File: src/rtl/msrh_csu_pipe_mq.sv
// CSR-unit execution pipe (EX0 capture, EX1 regfile read, EX2 CSR read/ALU,
// EX3 CSR write/writeback/done) with an in-order SFENCE.VMA commit-wait queue.
module msrh_csu_pipe_mq #(
  parameter int XLEN          = 64,
  parameter int RV_ENTRY_SIZE = 32,
  parameter int TGT_BUS_SIZE  = 4,
  parameter int RNID_W        = 7,
  parameter int CMT_ID_W      = 6,
  parameter int SFQ_DEPTH     = 4,
  parameter int VADDR_W       = 39
) (
  input  logic                           i_clk,
  input  logic                           i_reset_n,
  input  logic                           i_ex0_valid,
  input  logic [RV_ENTRY_SIZE-1:0]       i_ex0_index,
  input  logic [CMT_ID_W-1:0]            i_ex0_cmt_id,
  input  logic [1:0]                     i_ex0_op,
  input  logic [11:0]                    i_ex0_csr_addr,
  input  logic                           i_ex0_rs1_valid,
  input  logic [RNID_W-1:0]              i_ex0_rs1_rnid,
  input  logic [4:0]                     i_ex0_uimm,
  input  logic                           i_ex0_rs1_is_x0,
  input  logic                           i_ex0_rs2_is_x0,
  input  logic                           i_ex0_is_sfence,
  input  logic                           i_ex0_rd_valid,
  input  logic [RNID_W-1:0]              i_ex0_rd_rnid,
  output logic                           o_ex1_rs1_rd_valid,
  output logic [RNID_W-1:0]              o_ex1_rs1_rnid,
  input  logic [XLEN-1:0]                i_ex2_rs1_data,
  input  logic [TGT_BUS_SIZE-1:0]        i_fwd_valid,
  input  logic [TGT_BUS_SIZE*RNID_W-1:0] i_fwd_rnid,
  input  logic [TGT_BUS_SIZE*XLEN-1:0]   i_fwd_data,
  output logic                           o_csr_rd_valid,
  output logic [11:0]                    o_csr_rd_addr,
  input  logic [XLEN-1:0]                i_csr_rd_data,
  input  logic                           i_csr_rd_error,
  output logic                           o_csr_wr_valid,
  output logic [11:0]                    o_csr_wr_addr,
  output logic [XLEN-1:0]                o_csr_wr_data,
  output logic                           o_ex3_wr_valid,
  output logic [RNID_W-1:0]              o_ex3_wr_rnid,
  output logic [XLEN-1:0]                o_ex3_wr_data,
  output logic                           o_ex3_done,
  output logic [RV_ENTRY_SIZE-1:0]       o_ex3_index,
  output logic [1:0]                     o_ex3_except,
  input  logic                           i_commit_valid,
  input  logic [CMT_ID_W-1:0]            i_commit_cmt_id,
  input  logic                           i_flush,
  output logic                           o_sfence_credit_ok,
  output logic                           o_sfence_valid,
  output logic [VADDR_W-1:0]             o_sfence_vaddr,
  output logic                           o_sfence_rs1_x0,
  output logic                           o_sfence_rs2_x0
);

  // Handshake: issue is valid-only. The pipe never stalls, so there is no
  // ready; the reservation station must hold back an sfence while
  // o_sfence_credit_ok is low, which keeps every EX3 push room in the queue.

  localparam int PW = (SFQ_DEPTH > 1) ? $clog2(SFQ_DEPTH) : 1;
  localparam int CW = PW + 1;
  localparam logic [1:0] OP_NONE = 2'd0;
  localparam logic [1:0] OP_RS   = 2'd2;
  localparam logic [1:0] OP_RC   = 2'd3;

  typedef struct packed {
    logic [RV_ENTRY_SIZE-1:0] index;
    logic [CMT_ID_W-1:0]      cmt_id;
    logic [1:0]               op;
    logic [11:0]              csr_addr;
    logic                     rs1_valid;
    logic [RNID_W-1:0]        rs1_rnid;
    logic [4:0]               uimm;
    logic                     rs1_is_x0;
    logic                     rs2_is_x0;
    logic                     is_sfence;
    logic                     rd_valid;
    logic [RNID_W-1:0]        rd_rnid;
  } uop_t;

  uop_t ex0_uop, ex1_uop, ex2_uop;
  logic ex1_valid, ex2_valid, ex3_valid;

  logic [RV_ENTRY_SIZE-1:0] ex3_index;
  logic [CMT_ID_W-1:0]      ex3_cmt_id;
  logic [1:0]               ex3_op;
  logic [11:0]              ex3_csr_addr;
  logic                     ex3_rs1_is_x0;
  logic                     ex3_rs2_is_x0;
  logic                     ex3_is_sfence;
  logic                     ex3_rd_valid;
  logic [RNID_W-1:0]        ex3_rd_rnid;
  logic [VADDR_W-1:0]       ex3_vaddr;
  logic [XLEN-1:0]          ex3_old;
  logic [XLEN-1:0]          ex3_new;
  logic                     ex3_illegal;

  logic            fwd_hit;
  logic [XLEN-1:0] fwd_sel;
  logic [XLEN-1:0] ex2_src;
  logic [XLEN-1:0] ex2_new;

  always_comb begin
    ex0_uop = '{index:     i_ex0_index,
                cmt_id:    i_ex0_cmt_id,
                op:        i_ex0_op,
                csr_addr:  i_ex0_csr_addr,
                rs1_valid: i_ex0_rs1_valid,
                rs1_rnid:  i_ex0_rs1_rnid,
                uimm:      i_ex0_uimm,
                rs1_is_x0: i_ex0_rs1_is_x0,
                rs2_is_x0: i_ex0_rs2_is_x0,
                is_sfence: i_ex0_is_sfence,
                rd_valid:  i_ex0_rd_valid,
                rd_rnid:   i_ex0_rd_rnid};
  end

  // Scan from the highest bus down so the lowest matching bus is left selected.
  always_comb begin
    fwd_hit = 1'b0;
    fwd_sel = '0;
    for (int k = TGT_BUS_SIZE - 1; k >= 0; k--) begin
      if (i_fwd_valid[k] && (i_fwd_rnid[k*RNID_W +: RNID_W] == ex2_uop.rs1_rnid)) begin
        fwd_hit = 1'b1;
        fwd_sel = i_fwd_data[k*XLEN +: XLEN];
      end
    end
    if (ex2_uop.rs1_rnid == '0) begin
      fwd_hit = 1'b0;
    end
  end

  always_comb begin
    ex2_src = i_ex2_rs1_data;
    if (!ex2_uop.rs1_valid) begin
      ex2_src = {{(XLEN-5){1'b0}}, ex2_uop.uimm};
    end else if (fwd_hit) begin
      ex2_src = fwd_sel;
    end
  end

  always_comb begin
    ex2_new = '0;
    case (ex2_uop.op)
      2'd1:    ex2_new = ex2_src;
      2'd2:    ex2_new = i_csr_rd_data | ex2_src;
      2'd3:    ex2_new = i_csr_rd_data & ~ex2_src;
      default: ex2_new = '0;
    endcase
  end

  always_ff @(posedge i_clk) begin
    if (!i_reset_n) begin
      ex1_valid     <= 1'b0;
      ex2_valid     <= 1'b0;
      ex3_valid     <= 1'b0;
      ex1_uop       <= '0;
      ex2_uop       <= '0;
      ex3_index     <= '0;
      ex3_cmt_id    <= '0;
      ex3_op        <= '0;
      ex3_csr_addr  <= '0;
      ex3_rs1_is_x0 <= 1'b0;
      ex3_rs2_is_x0 <= 1'b0;
      ex3_is_sfence <= 1'b0;
      ex3_rd_valid  <= 1'b0;
      ex3_rd_rnid   <= '0;
      ex3_vaddr     <= '0;
      ex3_old       <= '0;
      ex3_new       <= '0;
      ex3_illegal   <= 1'b0;
    end else begin
      ex1_valid     <= i_ex0_valid & ~i_flush;
      ex2_valid     <= ex1_valid & ~i_flush;
      ex3_valid     <= ex2_valid & ~i_flush;
      ex1_uop       <= ex0_uop;
      ex2_uop       <= ex1_uop;
      ex3_index     <= ex2_uop.index;
      ex3_cmt_id    <= ex2_uop.cmt_id;
      ex3_op        <= ex2_uop.op;
      ex3_csr_addr  <= ex2_uop.csr_addr;
      ex3_rs1_is_x0 <= ex2_uop.rs1_is_x0;
      ex3_rs2_is_x0 <= ex2_uop.rs2_is_x0;
      ex3_is_sfence <= ex2_uop.is_sfence;
      ex3_rd_valid  <= ex2_uop.rd_valid;
      ex3_rd_rnid   <= ex2_uop.rd_rnid;
      ex3_vaddr     <= ex2_src[VADDR_W-1:0];
      ex3_old       <= i_csr_rd_data;
      ex3_new       <= ex2_new;
      ex3_illegal   <= ex2_valid & i_csr_rd_error;
    end
  end

  assign o_ex1_rs1_rd_valid = ex1_valid & ex1_uop.rs1_valid;
  assign o_ex1_rs1_rnid     = ex1_uop.rs1_rnid;
  assign o_csr_rd_valid     = ex2_valid & (ex2_uop.op != OP_NONE);
  assign o_csr_rd_addr      = ex2_uop.csr_addr;

  // Set/clear with a zero source leave the CSR untouched, so no write is issued.
  assign o_csr_wr_valid = ex3_valid & (ex3_op != OP_NONE) & ~ex3_illegal &
                          ~(((ex3_op == OP_RS) | (ex3_op == OP_RC)) & ex3_rs1_is_x0);
  assign o_csr_wr_addr  = ex3_csr_addr;
  assign o_csr_wr_data  = ex3_new;
  assign o_ex3_wr_valid = ex3_valid & ex3_rd_valid & ~ex3_illegal;
  assign o_ex3_wr_rnid  = ex3_rd_rnid;
  assign o_ex3_wr_data  = ex3_old;
  assign o_ex3_done     = ex3_valid;
  assign o_ex3_index    = ex3_valid ? ex3_index : '0;

  always_comb begin
    o_ex3_except = 2'd0;
    if (ex3_valid) begin
      if (ex3_illegal) begin
        o_ex3_except = 2'd2;
      end else if (o_csr_wr_valid || ex3_is_sfence) begin
        o_ex3_except = 2'd1;
      end
    end
  end

  logic [CMT_ID_W-1:0] sfq_cmt_id [SFQ_DEPTH];
  logic [VADDR_W-1:0]  sfq_vaddr  [SFQ_DEPTH];
  logic                sfq_rs1_x0 [SFQ_DEPTH];
  logic                sfq_rs2_x0 [SFQ_DEPTH];
  logic [PW-1:0]       sfq_head, sfq_tail;
  logic [CW-1:0]       sfq_count;
  logic                sfq_push, sfq_pop;
  logic [CW+1:0]       credit_used;

  assign sfq_push = ex3_valid & ex3_is_sfence & ~ex3_illegal;
  assign sfq_pop  = (sfq_count != '0) & i_commit_valid &
                    (sfq_cmt_id[sfq_head] == i_commit_cmt_id);

  // Storage carries no reset; every read of it is qualified by the count.
  always_ff @(posedge i_clk) begin
    if (sfq_push) begin
      sfq_cmt_id[sfq_tail] <= ex3_cmt_id;
      sfq_vaddr[sfq_tail]  <= ex3_vaddr;
      sfq_rs1_x0[sfq_tail] <= ex3_rs1_is_x0;
      sfq_rs2_x0[sfq_tail] <= ex3_rs2_is_x0;
    end
  end

  always_ff @(posedge i_clk) begin
    if (!i_reset_n || i_flush) begin
      sfq_head  <= '0;
      sfq_tail  <= '0;
      sfq_count <= '0;
    end else begin
      if (sfq_push) sfq_tail <= sfq_tail + 1'b1;
      if (sfq_pop)  sfq_head <= sfq_head + 1'b1;
      sfq_count <= sfq_count + CW'(sfq_push) - CW'(sfq_pop);
    end
  end

  assign o_sfence_valid  = sfq_pop;
  assign o_sfence_vaddr  = sfq_pop ? sfq_vaddr[sfq_head]  : '0;
  assign o_sfence_rs1_x0 = sfq_pop & sfq_rs1_x0[sfq_head];
  assign o_sfence_rs2_x0 = sfq_pop & sfq_rs2_x0[sfq_head];

  // Queued entries plus sfences still in flight must fit in the queue.
  assign credit_used = (CW+2)'(sfq_count) +
                       (CW+2)'(ex1_valid & ex1_uop.is_sfence) +
                       (CW+2)'(ex2_valid & ex2_uop.is_sfence) +
                       (CW+2)'(ex3_valid & ex3_is_sfence);
  assign o_sfence_credit_ok = i_reset_n & (credit_used < (CW+2)'(SFQ_DEPTH));

  a_sfence_credit: assert property (@(posedge i_clk) disable iff (!i_reset_n)
    (i_ex0_valid && i_ex0_is_sfence) |-> o_sfence_credit_ok);

endmodule

File: config.mk
export PLATFORM = sky130hd
export DESIGN_NAME = msrh_csu_pipe_mq
export DESIGN_NICKNAME = d
export VERILOG_FILES = /design/src/rtl/msrh_csu_pipe_mq.sv
export SDC_FILE = /design/constraint.sdc
export NUM_CORES = 1
export LEC_CHECK = 0
export CAP_MARGIN = 20
export CORE_AREA = 8 8 286 288
export CTS_CLUSTER_SIZE = 24
export DETAILED_ROUTE_END_ITERATION = 8
export DIE_AREA = 0 0 294 296
export PLACE_DENSITY = 0.56
export SKIP_LAST_GASP = 1
export SYNTH_ARGS = -nofsm -noshare
export SYNTH_HDL_FRONTEND = slang
export SYNTH_SLANG_ARGS = --single-unit
File: constraint.sdc
create_clock -name i_clk -period 4.05 [get_ports i_clk]
set_input_delay 0.405 -clock i_clk [delete_from_list [all_inputs] [get_ports i_clk]]
set_output_delay 0.405 -clock i_clk [all_outputs]
set_load 0.1 [all_outputs]
==> results of run 1 <==
through the flow:
step	std cells	total power, mW	utilization [%]	worst slack [ns]
detailed placement	3680	8.036	42.33	0.2729
global placement	3680	8.032	42.33	0.2732
finish	3812	14.16	45.37	0.1253
global route	3809	14.64	45.36	-0.008393
floorplan	2051	7.158	-	-0.03741
CTS	3805	14.33	45.33	0.04632
worst max-delay path, cell delays in order, from the launching register on:
cell and delay (ns):
dfxtp_4 0.42, buf_4 0.31, mux4_2 0.55, xor2_1 0.15
or4_2 0.60, buf_6 0.25, nor2b_1 0.32, buf_12 0.23
worst min path at each step:
stage / start / to / slack [ns] / cells past startpoint
finish: i_reset_n / o_ex3_wr_data[10] / 0.18 / 2
global route: i_reset_n / o_ex3_wr_data[26] / 0.16 / 2
CTS: i_reset_n / o_ex3_wr_data[10] / 0.13 / 2
detailed placement: ex1_uop[66] / ex2_uop[66] / 0.42 / 1
global placement: ex2_uop[69] / ex3_index[25] / 0.41 / 1
floorplan: ex1_uop[0] / ex2_uop[0] / 0.41 / 1
registers in the layout (all words and copies together), names as in the netlist, 6 cells and up, named ones only:
signal / cells
o_ex3_wr_rnid: 7
sfq_vaddr: 156
ex3_index: 32
ex2_uop: 64
o_ex3_wr_data: 64
ex3_vaddr: 39
o_csr_wr_data: 64
o_csr_wr_addr: 12
o_csr_rd_addr: 12
ex3_cmt_id: 6
sfq_cmt_id: 24
ex1_uop: 69
o_ex1_rs1_rnid: 7
logic make-up after synthesis:
kind of cell             count (synthesis)  share of synthesized area (%)
AND/OR/NAND/NOR                        656                          16.06
flip-flops                             583                          57.06
AO/OA/AOI/OAI                          433                          14.19
buffers and inverters                  251                          4.699
multiplexers                            80                          6.016
XOR/XNOR                                39                          1.438
adder cells (fa/ha/maj)                  9                         0.5373
Yosys cell counts (15+ instances only):
cell	count	area [µm²]
dfxtp_1	395	7908
and2_1	337	2108
edfxtp_1	188	5645
clkbuf_1	149	559.3
nand3_1	106	530.5
a311oi_1	63	551.8
nor3_1	63	315.3
o2111ai_1	58	508.0
o21ai_0	52	260.3
nor2_1	51	191.4
o31ai_1	50	375.4
a31oi_1	47	294.0
mux4_2	47	1059
buf_2	43	215.2
nor2b_1	42	262.8
o221ai_1	39	341.6
a21oi_1	36	180.2
buf_4	26	195.2
mux2_2	25	281.5
xnor2_1	25	219.0
inv_1	23	86.33
a21o_1	16	120.1
a41oi_1	15	131.4
final cells by class:
type / count / share of cell area (%)
clock inverters: 27 / 0.7131
inverters: 24 / 0.2723
diodes: 7 / 0.05017
repair buffers: 816 / 24.27
flip-flops and latches: 583 / 38.85
clock buffers: 98 / 5.848
well taps: 1040 / 3.727
multi-input cells: 1217 / 26.26
power groups by stage:
| stage | logic [mW] | registers [mW] | clock network [mW] |
|---|---|---|---|
| global route | 1.77 | 6.23 | 6.64 |
| floorplan | 0.459 | 6.70 | 0 |
| finish | 1.70 | 6.21 | 6.25 |
| detailed placement | 1.69 | 6.34 | 0 |
| global placement | 1.69 | 6.34 | 0 |
| CTS | 1.70 | 6.21 | 6.42 |
per-layer routing:
metal | part of all wire, % | up-vias | track usage, %
li1 | - | 8907 | -
met1 | 41 | 9852 | 30.15
met2 | 48 | 1029 | 40.03
met3 | 9.2 | 168 | 7.349
met4 | 2.2 | 22 | 6.447
met5 | 0.15 | - | 0
layout by cell type (no fill, tap or decap), types with 9 or more instances in the layout:
master and instances:
nor2b_2 10, nor2_1 50, o31ai_2 13, nand3_1 106, dfxtp_1 391, nor3_1 63
o221ai_1 39, clkbuf_16 71, o2111ai_1 58, mux4_2 47, a41oi_1 15, inv_1 22
xor2_1 14, a21oi_1 36, nand2b_1 9, clkbuf_1 10, nor2b_1 32, a31oi_1 47
o31ai_1 50, clkinv_2 13, clkdlybuf4s50_1 670, mux2_2 25, and2_1 336, o21ai_0 52
and3_1 9, buf_12 53, xnor2_1 25, a21o_1 16, edfxtp_1 188, a311oi_1 63
a311o_1 10, clkbuf_8 17, buf_4 91
what timing repair did:
item / in CTS / in global routing
resized for setup: 5 / 6
cloned: 0 / 0
setup endpoints to repair: 18 / 6
==> metrics.txt, run 1 <==
status completed; Post-DP Area between 0.03 and 0.04 mm²; Root Buffer clkbuf_16; max-capacitance violation count 0; post-route ant nets 0; H-tree levels 3; Clock Path Buffers 3; Final nets ~3.2k; relative slew slack between 20% and 30%; Avg Vias per Cell 5.241; Final min period slightly below 4 ns; final non-filler cell area roughly 0.035 mm²; fraction of layout cells with a size suffix above 1 14.14%; CP required approximately 3.6 ns; number of distinct library cells after synthesis 57; number of synthesized flops with an enable pin 188; I/O pin total about 750; fin crit share between 90 and 100%; vias in the first global route about 21k; Rows approximately 100; Post-Syn Instances 2051; critical path arrival between 3 and 4 ns; Sink Count 583; PortBufs approximately 750; initial core utilization between 30% and 40%; Syn Area/Cell between 10 and 15 µm²; Post-CTS Setup Bufs 0; die area slightly below 0.09 mm²; FF-to-FF path depth 9; via count around 20k; fillcell total 7170; initial drt markers 1737; Total GRT Usage 24.03%; clk_skew roughly 0.029 ns; gpl congestion 0.8472; Clock power frac about 44%; reg2reg setup slack roughly 0.52 ns; Syn. warnings 0; r2r startpoint ex2_uop[19]; gr ovfl total 0; fin. max-slew vios 0; HP Class primary input to register; DP HPWL 80590 µm; hold-fix buffers at CTS 0; routed wire length ~110000 µm; final setup fails 0; WHS 0.1832 ns; syn_nets around 2.6k; Power Density around 410 mW/mm²; area of the multi-input gates just over 0.009 mm²; clk slew on worst S/H paths 0.06 ns; Psw 3.587 mW; Layout area overhead 47.01%; Final Hold Fails 0; register area around 0.014 mm²; largest net degree at the start of global routing between 100 and 150; post-synthesis sequential area ratio 57.06%; internal power 10.58 mW; critical path class register to output port; highest clock rate between 200 and 300 MHz; ys async rst share 0%; core area between 0.07 and 0.08 mm²; Main synth FF type dfxtp_1; sw frac approximately 25%; synthesis-stage register bit count 583; r2r endpoint o_csr_wr_data[12]; antenna violations before repair 22; DR DRC count 0; crit path to o_sfence_vaddr[4]; Max FO, Critical Path 43; sequential share of power a little over two fifths; crit path capture type output port; setup TNS after final layout 0 ns; Lkg Pwr 11.92 nW; CTS tree yes; DR WL/cell between 20 and 30 µm; actual slew at the worst max-slew pin between 1 and 1.5 ns; Synth Cell Area approximately 0.024 mm²; total clock buffers created by CTS 69; first-pass GRT wire length about 150000 µm; RSZ-0062 raised after global routing true; CP Launch Type register; Max rail drop VDD 0.2820 mV; DRT Pass-1 Iters 5; Die Wd roughly 300 µm; chip height 296 µm; worst skew pair latency 0.61 ns; Comb power frac 12.0%
Note: power is estimated with default switching activity, not from simulation.
==> inputs of run 2 (changes only) <==
--- a/config.mk
+++ b/config.mk
@@ -10,7 +10,6 @@
 export CTS_CLUSTER_SIZE = 24
 export DETAILED_ROUTE_END_ITERATION = 8
 export DIE_AREA = 0 0 294 296
-export PLACE_DENSITY = 0.56
 export SKIP_LAST_GASP = 1
 export SYNTH_ARGS = -nofsm -noshare
 export SYNTH_HDL_FRONTEND = slang
==> constraint.sdc (replaced) <==
create_clock -name i_clk -period 4.56 [get_ports i_clk]
set_input_delay 0.456 -clock i_clk [delete_from_list [all_inputs] [get_ports i_clk]]
set_output_delay 0.456 -clock i_clk [all_outputs]
set_load 0.1 [all_outputs]
==> metrics.txt, run 2 (synthesis results as in run 1) <==
Root Buffer clkbuf_16; HP Class primary input to register; highest clock rate 239.0 MHz; commonest non-fill, non-tap cells in the layout clkdlybuf4s50_1, dfxtp_1, and2_1; final setup fails 0; CP required between 4 and 5 ns; WHS Path Cells 2; Avg Vias per Cell around 5.3; worst skew pair latency ~0.63 ns; post-CTS sizing 0; PortBufs about 750; Lkg Pwr 11.58 nW; Rows approximately 100; setup TNS after final layout 0 ns; relative slew slack about 22%; H-tree levels 3; Clock Path Buffers 3; FF-to-FF path depth 9; post-route ant nets 0; crit path buf inv count 2; core area 0.07696 mm²; Die Wd a little under 300 µm; Worst path max stage delay approximately 0.69 ns; fin crit share roughly nine tenths; Max FO, Critical Path between 40 and 50; cell mode on critical path buf_4; clk_skew approximately 0.034 ns; antenna violations before repair 33; crit path cell chain mux4_2 > xnor2_1 > nand4_1 > or4_2 > buf_4 > nor2b_1 > buf_4; family with the most delay on the worst path simple AND/OR/NAND/NOR gates; commonest non-fill, non-tap cell in the layout clkdlybuf4s50_1; initial drt markers 1755; largest reg by FF count sfq_vaddr; CTS tree yes; Layout area overhead 44.26%; Sink Count just under 600; post-layout util ~45%; Final min period roughly 4.2 ns; fin. max-slew vios 0; crit path capture type output port; max reg flops around 160; clk slew on worst S/H paths approximately 0.060 ns; fillcell total a little over 7k; DP HPWL between 80000 and 90000 µm; Max rail drop VDD ~0.24 mV; gpl congestion about 0.9; fraction of layout cells with a size suffix above 1 11.50%; Final Hold Fails 0; Total GRT Usage roughly a quarter; max-capacitance violation count 0; first-pass GRT wire length between 150000 and 200000 µm; RSZ-0062 raised after global routing false; DRT Pass-1 Iters 7; I/O pin total roughly 750; total clock buffers created by CTS between 60 and 70; biggest regs sfq_vaddr: 156 flops, ex1_uop: 69 flops; actual slew at the worst max-slew pin 1.172 ns; vias in the first global route around 20k; DR DRC count 0; via count 20.07k; largest net degree at the start of global routing 116; CP max stage cell or4_2; CP Depth 7; initial core utilization a little under a third; routed wire length between 100000 and 150000 µm; Power Density approximately 370 mW/mm²; chip height around 300 µm; Post-CTS Setup Bufs 0; Final nets approximately 3.2k; DR WL/cell ~29 µm; critical path arrival around 3.7 ns; gr ovfl total 0; hold-fix buffers at CTS 0; status completed; critical path class register to output port; CP Launch Type register; die area 0.08702 mm²
[run 2: worst paths after layout]
kind,startpoint,endpoint,slack [ns]
worst max-delay path,register,o_sfence_vaddr[37],0.38
worst min-delay path,i_reset_n,o_ex3_wr_data[34],0.35
worst max register to register,ex2_uop[22],o_csr_wr_data[15],0.80
worst min register to register,ex2_uop[72],ex3_index[28],0.43
[run 2: stage by stage]
step	area, µm²	power [mW]	worst slack [ns]	std cells	hold slack, ns
after global placement	31910	7.117	0.5692	3658	0.4133
after detailed placement	31910	7.122	0.5150	3658	0.4169
after global routing	34250	12.94	0.1986	3796	0.3315
after floorplan	23760	6.357	0.3841	2051	0.4119
final	34260	12.52	0.3759	3802	0.3508
after CTS	34190	12.66	0.2728	3779	0.3120
[run 2: cell type report]
class | instances | area, µm² | share of cell area, %
diodes | 22 | 55.05 | 0.1607
clock buffers | 94 | 1909 | 5.573
clock inverters | 27 | 367.9 | 1.074
inverters | 24 | 91.34 | 0.2666
multi-input cells | 1217 | 9133 | 26.66
flip-flops and latches | 583 | 13570 | 39.59
well taps | 1040 | 1301 | 3.798
repair buffers | 795 | 7839 | 22.88
[run 2: worst register-to-register path: stages, from the launching register on]
cell	delay, ns
dfxtp_1	0.64
xnor2_1	0.21
and4_2	0.47
buf_4	0.73
nand3_1	0.17
a311oi_1	0.49
buf_4	0.24
o221ai_1	0.22
mux2_2	0.33
o21ai_0	0.10
[run 2: report_power, final]
group          internal [mW]  switching [mW]
Sequential              5.46          0.0681
Clock                   3.21            2.29
Combinational          0.615           0.878
[run 2: routing by layer]
| metal | up-vias | global-route usage [%] | routed length, µm |
|---|---|---|---|
| li1 | 8879 | - | - |
| met5 | - | 0 | 23 |
| met2 | 1128 | 39.55 | 52940 |
| met4 | 4 | 7.975 | 3186 |
| met3 | 201 | 7.019 | 9933 |
| met1 | 9856 | 29.27 | 43320 |
==> inputs of run 3 (changes only) <==
--- a/config.mk
+++ b/config.mk
@@ -6,10 +6,10 @@
 export NUM_CORES = 1
 export LEC_CHECK = 0
 export CAP_MARGIN = 20
-export CORE_AREA = 8 8 286 288
+export CORE_AREA = 2 2 296 298
 export CTS_CLUSTER_SIZE = 24
 export DETAILED_ROUTE_END_ITERATION = 8
-export DIE_AREA = 0 0 294 296
+export DIE_AREA = 0 0 298 300
 export SKIP_LAST_GASP = 1
 export SYNTH_ARGS = -nofsm -noshare
 export SYNTH_HDL_FRONTEND = slang
==> constraint.sdc (replaced) <==
create_clock -name i_clk -period 4.56 [get_ports i_clk]
set_input_delay 0.456 -clock i_clk [delete_from_list [all_inputs] [get_ports i_clk]]
set_output_delay 0.456 -clock i_clk [all_outputs]
set_load 0.05 [all_outputs]
==> metrics.txt, run 3 (synthesis results as in run 1) <==
status completed; via count between 15k and 20k; initial drt markers around 1.8k; Max FO, Critical Path between 40 and 50; worst skew pair latency between 0.6 and 0.7 ns; Avg Vias per Cell 5.047; post-route ant nets 0; setup TNS after final layout 0 ns; fin. max-slew vios 0; CP max stage cell clkdlybuf4s50_1; fin crit share 94.78%; critical path class register to output port; crit path capture type output port; Final Hold Fails 0; WHS 0.3424 ns; Lkg Pwr between 10 and 15 nW; Die Wd roughly 300 µm; commonest non-fill, non-tap cells in the layout clkdlybuf4s50_1, dfxtp_1, and2_1; DRT Pass-1 Iters 6; crit path buf inv count 2; relative slew slack a little over a third; Rows 108; Final nets roughly 3.2k; RSZ-0062 raised after global routing false; I/O pin total between 700 and 800; largest reg by FF count sfq_vaddr; PortBufs between 700 and 800; largest net degree at the start of global routing 230; Layout area overhead 45.54%; core area approximately 0.086 mm²; Final min period ~4.3 ns; crit path cell chain mux4_2 > xnor2_1 > nand4_1 > or4_2 > buf_4 > nor2b_1 > clkdlybuf4s50_1; vias in the first global route between 15k and 20k; H-tree levels 3; routed wire length 109000 µm; Sink Count around 580; gpl congestion between 0.9 and 1; HP Class primary input to register; fraction of layout cells with a size suffix above 1 between 10% and 20%; critical path arrival 3.87 ns; DR DRC count 0; Clock Path Buffers 3; gr ovfl total 0; final setup fails 0; commonest non-fill, non-tap cell in the layout clkdlybuf4s50_1; Root Buffer clkbuf_16; biggest regs sfq_vaddr: 156 flops, ex1_uop: 69 flops; CP required just over 4 ns; Worst path max stage delay 0.82 ns; actual slew at the worst max-slew pin around 0.96 ns; family with the most delay on the worst path buffers and inverters; max-capacitance violation count 0; CP Launch Type register; max reg flops approximately 160; initial core utilization 27.55%; clk slew on worst S/H paths 0.06 ns; highest clock rate between 200 and 250 MHz; die area between 0.08 and 0.09 mm²; Max rail drop VDD between 0.2 and 0.25 mV; antenna violations before repair 20; total clock buffers created by CTS 67; Total GRT Usage 23.39%; Power Density between 300 and 400 mW/mm²; DR WL/cell roughly 28 µm; DP HPWL roughly 82000 µm; clk_skew 0.04839 ns; CTS tree yes; first-pass GRT wire length between 100000 and 150000 µm; chip height 300 µm
[run 3: cell types whose count changed in the layout (fill, tap and decap cells not counted), sizes merged, moves of 2 or more]
| cell | change |
|---|---|
| clkinvlp | +2 |
| buf | -29 |
| clkdlybuf4s50 | +42 |
| clkinv | +5 |
| clkbuf | -3 |
| inv | -2 |
| diode | -14 |
[run 3: stage by stage]
stage	power [mW]	setup WS [ns]	instance area [µm²]	cells	util, %
floorplan	6.147	0.7105	23750	2051	-
global placement	6.951	0.4925	32370	3788	37.54
detailed placement	6.952	0.5250	32370	3788	37.54
CTS	12.26	0.1314	34540	3909	40.06
global route	12.55	0.04137	34560	3915	40.09
finish	12.11	0.2382	34570	3918	40.09
[run 3: area by class of cell]
cell class	instances	area, µm²
Multi-Input combinational cell	1217	9126
Clock inverter	31	334.1
Sequential cell	583	13570
Timing Repair Buffer	810	8149
Inverter	24	91.34
Tap cell	1155	1445
Clock buffer	90	1836
Fill cell	8353	51650
Antenna cell	8	20.02
[run 3: metal layers]
metal	vias up	share of wire, %	global-route usage [%]
met1	9711	41	29.79
met4	16	2.7	6.664
met5	-	0.081	0
met2	1009	49	39.40
li1	8882	-	-
met3	158	7.8	5.687
[run 3: final timing paths]
check                                  from            endpoint  slack, ns  depth (start not counted)
worst max register to register  ex2_uop[21]    o_csr_wr_data[1]       0.72                          9
worst min-delay path              i_reset_n    o_csr_wr_data[4]       0.34                          2
worst max-delay path               register  o_sfence_vaddr[19]       0.24                          7
worst min register to register  ex2_uop[73]       ex3_index[29]       0.41                          1
[run 3: repair_timing]
item,4_1_cts,5_1_grt
endpoints found under the setup margin,0,1
setup buffers,0,0
resized for setup,0,1
hold buffers,0,0
[run 3: where the power goes]
group	leakage, nW	switching, mW	internal [mW]
Sequential	4.77	0.0627	5.46
Clock	1.03	2.23	3.04
Combinational	5.75	0.691	0.628
